### config.mk
export PLATFORM = sky130hd
export DESIGN_NAME = pattern_stamper
export DESIGN_NICKNAME = d
export VERILOG_FILES = /design/src/rtl/gol_pkg.sv /design/src/rtl/gol_wrap_addr.sv /design/src/rtl/pattern_stamper.sv
export SDC_FILE = /design/constraint.sdc
export NUM_CORES = 1
export LEC_CHECK = 0
export CAP_MARGIN = 30
export CORE_MARGIN = 5
export CORE_UTILIZATION = 30
export CTS_BUF_LIST = sky130_fd_sc_hd__clkbuf_16
export DETAILED_ROUTE_END_ITERATION = 12
export MAX_ROUTING_LAYER = met4
export PLACE_DENSITY_LB_ADDON = 0.25
export SETUP_SLACK_MARGIN = 0.5
export SLEW_MARGIN = 20
export SYNTH_ARGS = -nofsm -noshare
export SYNTH_HDL_FRONTEND = slang
export SYNTH_SLANG_ARGS = --single-unit
export TNS_END_PERCENT = 30
### constraint.sdc
create_clock -name clk -period 8.45 [get_ports clk]
set_input_delay 0.845 -clock clk [delete_from_list [all_inputs] [get_ports clk]]
set_output_delay 0.845 -clock clk [all_outputs]
set_load 0.005 [all_outputs]
### src/rtl/gol_pkg.sv
// Shared definitions for the cell-grid stamping blocks: default grid size,
// stamp mode encodings, FSM state encoding and the per-cell update rule.
package gol_pkg;

  localparam int MAX_X_DEF = 64;
  localparam int MAX_Y_DEF = 48;

  typedef enum logic [1:0] {
    MODE_SET     = 2'b00,
    MODE_CLEAR   = 2'b01,
    MODE_TOGGLE  = 2'b10,
    MODE_REPLACE = 2'b11
  } stamp_mode_e;

  localparam logic [1:0] ST_IDLE  = 2'd0;
  localparam logic [1:0] ST_READ  = 2'd1;
  localparam logic [1:0] ST_DRAIN = 2'd2;
  localparam logic [1:0] ST_DONE  = 2'd3;

  function automatic logic apply_mode(input logic [1:0] mode, input logic old_bit,
                                      input logic pat_bit);
    logic res;
    case (stamp_mode_e'(mode))
      MODE_SET:    res = old_bit | pat_bit;
      MODE_CLEAR:  res = old_bit & ~pat_bit;
      MODE_TOGGLE: res = old_bit ^ pat_bit;
      default:     res = pat_bit;
    endcase
    return res;
  endfunction

endpackage

### src/rtl/gol_wrap_addr.sv
// Toroidal address generator: cursor plus pattern offset, wrapped on both axes,
// flattened row-major into a cell address.
module gol_wrap_addr
  import gol_pkg::*;
#(
  parameter int MAX_X  = MAX_X_DEF,
  parameter int MAX_Y  = MAX_Y_DEF,
  parameter int DX_W   = 3,
  parameter int DY_W   = 3,
  parameter int ADDR_W = 12
) (
  input  logic [7:0]        cursor_x,
  input  logic [7:0]        cursor_y,
  input  logic [DX_W-1:0]   dx,
  input  logic [DY_W-1:0]   dy,
  output logic [ADDR_W-1:0] addr
);

  localparam int SUM_W = 10;

  logic [SUM_W-1:0] sum_x, sum_y, nx, ny;

  // Cursor is range-checked upstream and offsets never exceed the grid, so a
  // single conditional subtract is a full modulo.
  assign sum_x = SUM_W'(cursor_x) + SUM_W'(dx);
  assign sum_y = SUM_W'(cursor_y) + SUM_W'(dy);
  assign nx    = (sum_x >= SUM_W'(MAX_X)) ? sum_x - SUM_W'(MAX_X) : sum_x;
  assign ny    = (sum_y >= SUM_W'(MAX_Y)) ? sum_y - SUM_W'(MAX_Y) : sum_y;
  assign addr  = ADDR_W'(ny) * ADDR_W'(MAX_X) + ADDR_W'(nx);

endmodule

### src/rtl/pattern_stamper.sv
// Stamps a PAT_W x PAT_H bit pattern onto a toroidal cell grid by read-modify-write,
// tracking the live-cell count. Macro STAMP_ROTATE_EN adds 90-degree pattern rotation.
module pattern_stamper
  import gol_pkg::*;
#(
  parameter int MAX_X  = MAX_X_DEF,
  parameter int MAX_Y  = MAX_Y_DEF,
  parameter int PAT_W  = 8,
  parameter int PAT_H  = 8,
  parameter int CNT_W  = 12,
  parameter int ADDR_W = $clog2(MAX_X * MAX_Y)
) (
  input  logic                   clk,
  input  logic                   rst_n,
  input  logic                   start,
  input  logic [1:0]             mode,
  input  logic [1:0]             rot,
  input  logic [7:0]             cursor_x,
  input  logic [7:0]             cursor_y,
  input  logic [PAT_W*PAT_H-1:0] pattern_mat,
  input  logic [CNT_W-1:0]       alives_in,
  output logic                   busy,
  output logic                   done,
  output logic                   err,
  output logic [CNT_W-1:0]       alives_out,
  output logic [ADDR_W-1:0]      cell_addr,
  input  logic                   cell_rd_data,
  output logic                   cell_wr_en,
  output logic [ADDR_W-1:0]      cell_wr_addr,
  output logic                   cell_wr_data
);

  // state | meaning
  // IDLE  | waiting for start
  // READ  | one cell read per cycle; each write trails its read by one cycle
  // DRAIN | final write lands
  // DONE  | one-cycle completion pulse, alives_out valid

  localparam int DX_W  = (PAT_W > 1) ? $clog2(PAT_W) : 1;
  localparam int DY_W  = (PAT_H > 1) ? $clog2(PAT_H) : 1;
  localparam int IDX_W = (PAT_W * PAT_H > 1) ? $clog2(PAT_W * PAT_H) : 1;
  localparam logic [CNT_W-1:0] CNT_MAX = '1;

  logic [1:0]             state;
  logic [1:0]             mode_q;
  logic [7:0]             cx_q, cy_q;
  logic [PAT_W*PAT_H-1:0] pat_q;
  logic [DX_W-1:0]        dx;
  logic [DY_W-1:0]        dy;
  logic [CNT_W-1:0]       cnt, cnt_next, alives_q;
  logic                   err_q;
  logic                   pipe_valid, pipe_bit;
  logic [ADDR_W-1:0]      pipe_addr, rd_addr;
  logic [IDX_W-1:0]       pat_idx;
  logic                   pat_bit, new_bit, wr_en, range_bad, last_cell;

  gol_wrap_addr #(
    .MAX_X (MAX_X),
    .MAX_Y (MAX_Y),
    .DX_W  (DX_W),
    .DY_W  (DY_W),
    .ADDR_W(ADDR_W)
  ) u_wrap (
    .cursor_x(cx_q),
    .cursor_y(cy_q),
    .dx      (dx),
    .dy      (dy),
    .addr    (rd_addr)
  );

`ifdef STAMP_ROTATE_EN
  logic [1:0] rot_q;
  int         px, py;

  always_ff @(posedge clk or negedge rst_n) begin
    if (!rst_n)
      rot_q <= '0;
    else if (state == ST_IDLE && start)
      rot_q <= rot;
  end

  // Square patterns only, so source coordinates stay inside the pattern.
  always_comb begin
    px = int'(dx);
    py = int'(dy);
    case (rot_q)
      2'd1: begin px = int'(dy);             py = PAT_W - 1 - int'(dx); end
      2'd2: begin px = PAT_W - 1 - int'(dx); py = PAT_H - 1 - int'(dy); end
      2'd3: begin px = PAT_H - 1 - int'(dy); py = int'(dx);             end
      default: ;
    endcase
    pat_idx = IDX_W'(py * PAT_W + px);
  end
`else
  logic unused_rot;
  assign unused_rot = ^rot;
  assign pat_idx    = IDX_W'(int'(dy) * PAT_W + int'(dx));
`endif

  assign pat_bit   = pat_q[pat_idx];
  assign range_bad = (int'(cursor_x) >= MAX_X) || (int'(cursor_y) >= MAX_Y);
  assign last_cell = (dx == DX_W'(PAT_W - 1)) && (dy == DY_W'(PAT_H - 1));
  assign new_bit   = apply_mode(mode_q, cell_rd_data, pipe_bit);
  assign wr_en     = pipe_valid && (new_bit != cell_rd_data);

  always_comb begin
    cnt_next = cnt;
    if (wr_en) begin
      if (new_bit && cnt != CNT_MAX)
        cnt_next = cnt + CNT_W'(1);
      else if (!new_bit && cnt != '0)
        cnt_next = cnt - CNT_W'(1);
    end
  end

  always_ff @(posedge clk or negedge rst_n) begin
    if (!rst_n) begin
      state      <= ST_IDLE;
      mode_q     <= '0;
      cx_q       <= '0;
      cy_q       <= '0;
      pat_q      <= '0;
      dx         <= '0;
      dy         <= '0;
      cnt        <= '0;
      alives_q   <= '0;
      err_q      <= 1'b0;
      pipe_valid <= 1'b0;
      pipe_bit   <= 1'b0;
      pipe_addr  <= '0;
    end else begin
      pipe_valid <= (state == ST_READ);
      if (state == ST_READ) begin
        pipe_addr <= rd_addr;
        pipe_bit  <= pat_bit;
      end
      cnt <= cnt_next;

      case (state)
        ST_IDLE: begin
          if (start) begin
            mode_q <= mode;
            cx_q   <= cursor_x;
            cy_q   <= cursor_y;
            pat_q  <= pattern_mat;
            cnt    <= alives_in;
            dx     <= '0;
            dy     <= '0;
            err_q  <= range_bad;
            if (range_bad) begin
              alives_q <= alives_in;
              state    <= ST_DONE;
            end else begin
              state <= ST_READ;
            end
          end
        end
        ST_READ: begin
          if (dx == DX_W'(PAT_W - 1)) begin
            dx <= '0;
            dy <= dy + DY_W'(1);
          end else begin
            dx <= dx + DX_W'(1);
          end
          if (last_cell)
            state <= ST_DRAIN;
        end
        ST_DRAIN: begin
          alives_q <= cnt_next;
          state    <= ST_DONE;
        end
        default: state <= ST_IDLE;
      endcase
    end
  end

  assign busy         = (state == ST_READ) || (state == ST_DRAIN);
  assign done         = (state == ST_DONE);
  assign err          = err_q;
  assign alives_out   = alives_q;
  assign cell_addr    = (state == ST_READ) ? rd_addr : '0;
  assign cell_wr_en   = wr_en;
  assign cell_wr_addr = pipe_addr;
  assign cell_wr_data = pipe_valid & new_bit;

endmodule

==> metrics.csv <==
stage,metric,value,unit
pwr,"IR drop worst, VDD",0.0000869,V
timing,Worst-Margin Slew,892,ps
yosys,register bit total from synthesis,129,
yosys,Synth cell types,60,
pwr,cell-internal power,1.20,mW
floorplan,starting density of the core,30.2,%
global_routing,Congestion Overflow GR,0,
yosys,main area contributors after synthesis,"dfrtp_1 44%, mux2_2 15%, ha_1 4.6%",
placement,Placed Area,9020,um2
job,max-cap check violation count,0,
route,post-route DRC violation count,0,
global_routing,first-pass GRT wire length,30300,um
timing,setup ws final,2020,ps
layout,post-route design area,9610,um2
timing,fmax,156,MHz
yosys,"count leader, synth",dfrtp_1,
clock_network,Clk Tree Root Cell,clkbuf_16,
setup_path,CP max stage cell,dfrtp_1,
setup_path,crit-path most repeated cell,ha_1,
pwr,Pwr Total,1.66,mW
route,routed length per instance,16.8,um
placement,GPL Wtd Cong,0.832,
clock_network,clock slew seen by the registers of the worst setup and hold paths,60,ps
placement,IO buf count,138,
placement,dpl ws,2470,ps
clock_network,Setup Buffers After CTS,0,
pwr,clock power share,44.3,%
route,vias per inst,4.90,
layout,share of layout cells above drive strength 1,20.1,%
layout,Ant. Diodes,0,
layout,final core utilization,39.8,%
status,status,"complete, no violations",
route,DRT Pass-1 Iters,5,
setup_path,Crit. End Element,primary output,
yosys,Syn Inst Count,649,
timing,post-route clock period utilization,76.1,%
yosys,Yosys warning count,0,
global_routing,Global Route Usage Sum,14.1,%
timing,final number of setup-violating endpoints,0,
timing,Setup TNS Final,0,ps
route,Post-Route WL,18700,um
timing,unrepaired setup endpoints after global routing,no,
timing,Tmin final,6430,ps
floorplan,Die ar.,27600,um2
pwr,logic gate share of total power,13.0,%
timing,Clock Skew,11.2,ps
setup_path,crit path max fanout,12,
clock_network,clk_lat worst skew,420,ps
global_routing,largest net degree at the start of global routing,75,
setup_path,CP top delay family,compound AO/OA/AOI/OAI gates,
yosys,Mapped Area,7310,um2
yosys,list of most frequent post-synthesis cells,"129 x dfrtp_1, 95 x mux2_2, 35 x nand2_1",
yosys,most used flip-flop cell after synthesis,dfrtp_1,
route,drt initial violations,224,
setup_path,CP bufs+invs,1,
floorplan,io pins,141,
yosys,mean post-synth cell area,11.3,um2
clock_network,Num CTS Buffers,17,
timing,"Hold Vio Cnt, Final",0,
route,antenna-violating nets left,0,
clock_network,CTS Buffer Depth,2,
layout,final net count,905,
setup_path,crit start category,flip-flop,
hold_path,Hold Crit Class,in -> async,
placement,Post-DP HPWL,13500,um
pwr,pwr/cell area,173,nW/um2
pwr,Sequential Power Share,42.6,%
clock_network,PostCTS Resize Cnt,0,
setup_path,cell-by-cell trace of the critical path,ha_1 > a21o_1 > a21oi_1 > nor3b_1 > xnor2_1 > ha_1 > nor4b_1 > nand3_1 > o31ai_1 > mux2i_1 > ha_1 > a21o_1 > a31o_2 > nor3b_1 > xnor2_1 > o21ai_1 > nor2_1 > clkdlybuf4s50_1,
setup_path,required time worst endpoint,7610,ps
global_routing,vias in the first global route,5626,
yosys,post-synth top area share,44.2,%
timing,Slew headroom,40.5,%
global_routing,initial antenna violation count,0,
floorplan,Chip Width,166,um
yosys,post-synthesis sequential area ratio,44.2,%
floorplan,Rows,57,
pwr,sw frac,27.8,%
yosys,top cell type by total area after synthesis,dfrtp_1,
pwr,switching power,0.462,mW
floorplan,chip height,166,um
clock_network,CTS tree,done,
setup_path,WP data arrival,5580,ps
clock_network,hold_buf cts,0,
setup_path,critical path class,reg -> out,
clock_network,H-Tree Depth,4,
floorplan,Core Box Area,24200,um2
layout,P&R area growth vs syn,31.5,%
clock_network,clk sink count,129,
timing,Max Slew Vio Count,0,
route,vias,5448,
pwr,Static Leak,4.22,nW
yosys,syn_nets,779,
setup_path,crit-path max cell delay,590,ps
yosys,ys async rst share,100,%
yosys,"EDFF count, synth",0,
## registers in the layout, indices dropped and copies added (netlist names)
signal / cells
pat_q: 64
alives_out: 12
cell_wr_addr: 12
cnt: 12
cx_q: 8
cy_q: 8
dx: 3
dy: 3
mode_q: 2
state: 2
err: 1
pipe_bit: 1
pipe_valid: 1
## power by group through the flow
stage	combinational, mW	sequential, mW	clock (mW)
4_1_cts	0.218	0.706	0.762
3_5_place_dp	0.216	0.717	0
2_1_floorplan	0.159	0.678	0
3_3_place_gp	0.216	0.718	0
5_1_grt	0.242	0.716	0.788
6_report	0.217	0.708	0.736
## cell type report
type / count / area [um2]
Fill cell: 2347 / 14600
Clock inverter: 14 / 155
Timing Repair Buffer: 146 / 1470
Inverter: 21 / 78.8
Sequential cell: 129 / 3230
Clock buffer: 17 / 425
Multi-Input combinational cell: 460 / 3850
Tap cell: 324 / 405
## worst register-to-register path: stages, from the launching register on
cell and delay [ps]:
dfrtp_1 590, ha_1 320, a21o_1 180, a21oi_1 300, nor3b_1 110, xnor2_1 330, ha_1 230, nor4b_1 320
nand3_1 120, o31ai_1 560, mux2i_1 390, ha_1 290, a21o_1 170, a31o_2 250, nor3b_1 150, xnor2_1 130
o21ai_1 160, o22ai_1 80
## routing by layer
| layer | GRT usage, % | up-vias | wire, um |
|---|---|---|---|
| li1 | - | 2644 | - |
| met1 | 18.0 | 2687 | 8700 |
| met2 | 23.2 | 104 | 9100 |
| met3 | 2.69 | 13 | 675 |
| met4 | 3.55 | 0 | 204 |
| met5 | - | - | 0 |
## cell families after synthesis
logic type,share of synthesized area [%]
muxes,21.3
DFF,44.2
xor gates and xnor gates,2.76
buffers and inverters,3.27
adders and majority gates,5.44
and+or+nand+nor,13.9
AOI/OAI and AO/OA,9.11
## stage by stage
step	hold slack [ps]	instances
after floorplan	473	649
after global placement	472	1077
after detailed placement	479	1079
after CTS	480	1110
after global routing	509	1111
final	465	1111
## placed cells by master (no fill, tap or decap), drive strengths merged, types with 6 or more instances in the layout
cell type / Yosys / routed
and2: 17 / 17
a21oi: 32 / 32
mux2i: 15 / 15
and3: 9 / 9
mux4: 15 / 15
xor2: 6 / 6
xnor2: 17 / 17
nand4: 12 / 12
clkbuf: 30 / 17
dfrtp: 129 / 129
inv: 21 / 26
a21o: 10 / 10
nand3: 32 / 32
ha: 27 / 27
buf: 9 / 9
nor3: 15 / 15
nand2: 35 / 35
o21ai: 9 / 9
clkdlybuf4s50: 0 / 137
mux2: 95 / 95
nor2b: 11 / 11
nor2: 25 / 25
## worst paths after layout
kind	start	endpoint	slack, ps	depth (start not counted)
max	dx[1]	cell_addr[11]	2020	18
min	rst_n	pat_q[45]	460	1
max reg2reg	dx[1]	cell_wr_addr[11]	3650	17
min reg2reg	err	err	490	2
max in group asynchronous	rst_n	cell_wr_addr[3]	6760	2
min in group clk	err	err	490	2
No activity file was read; power rests on OpenSTA's default activity.
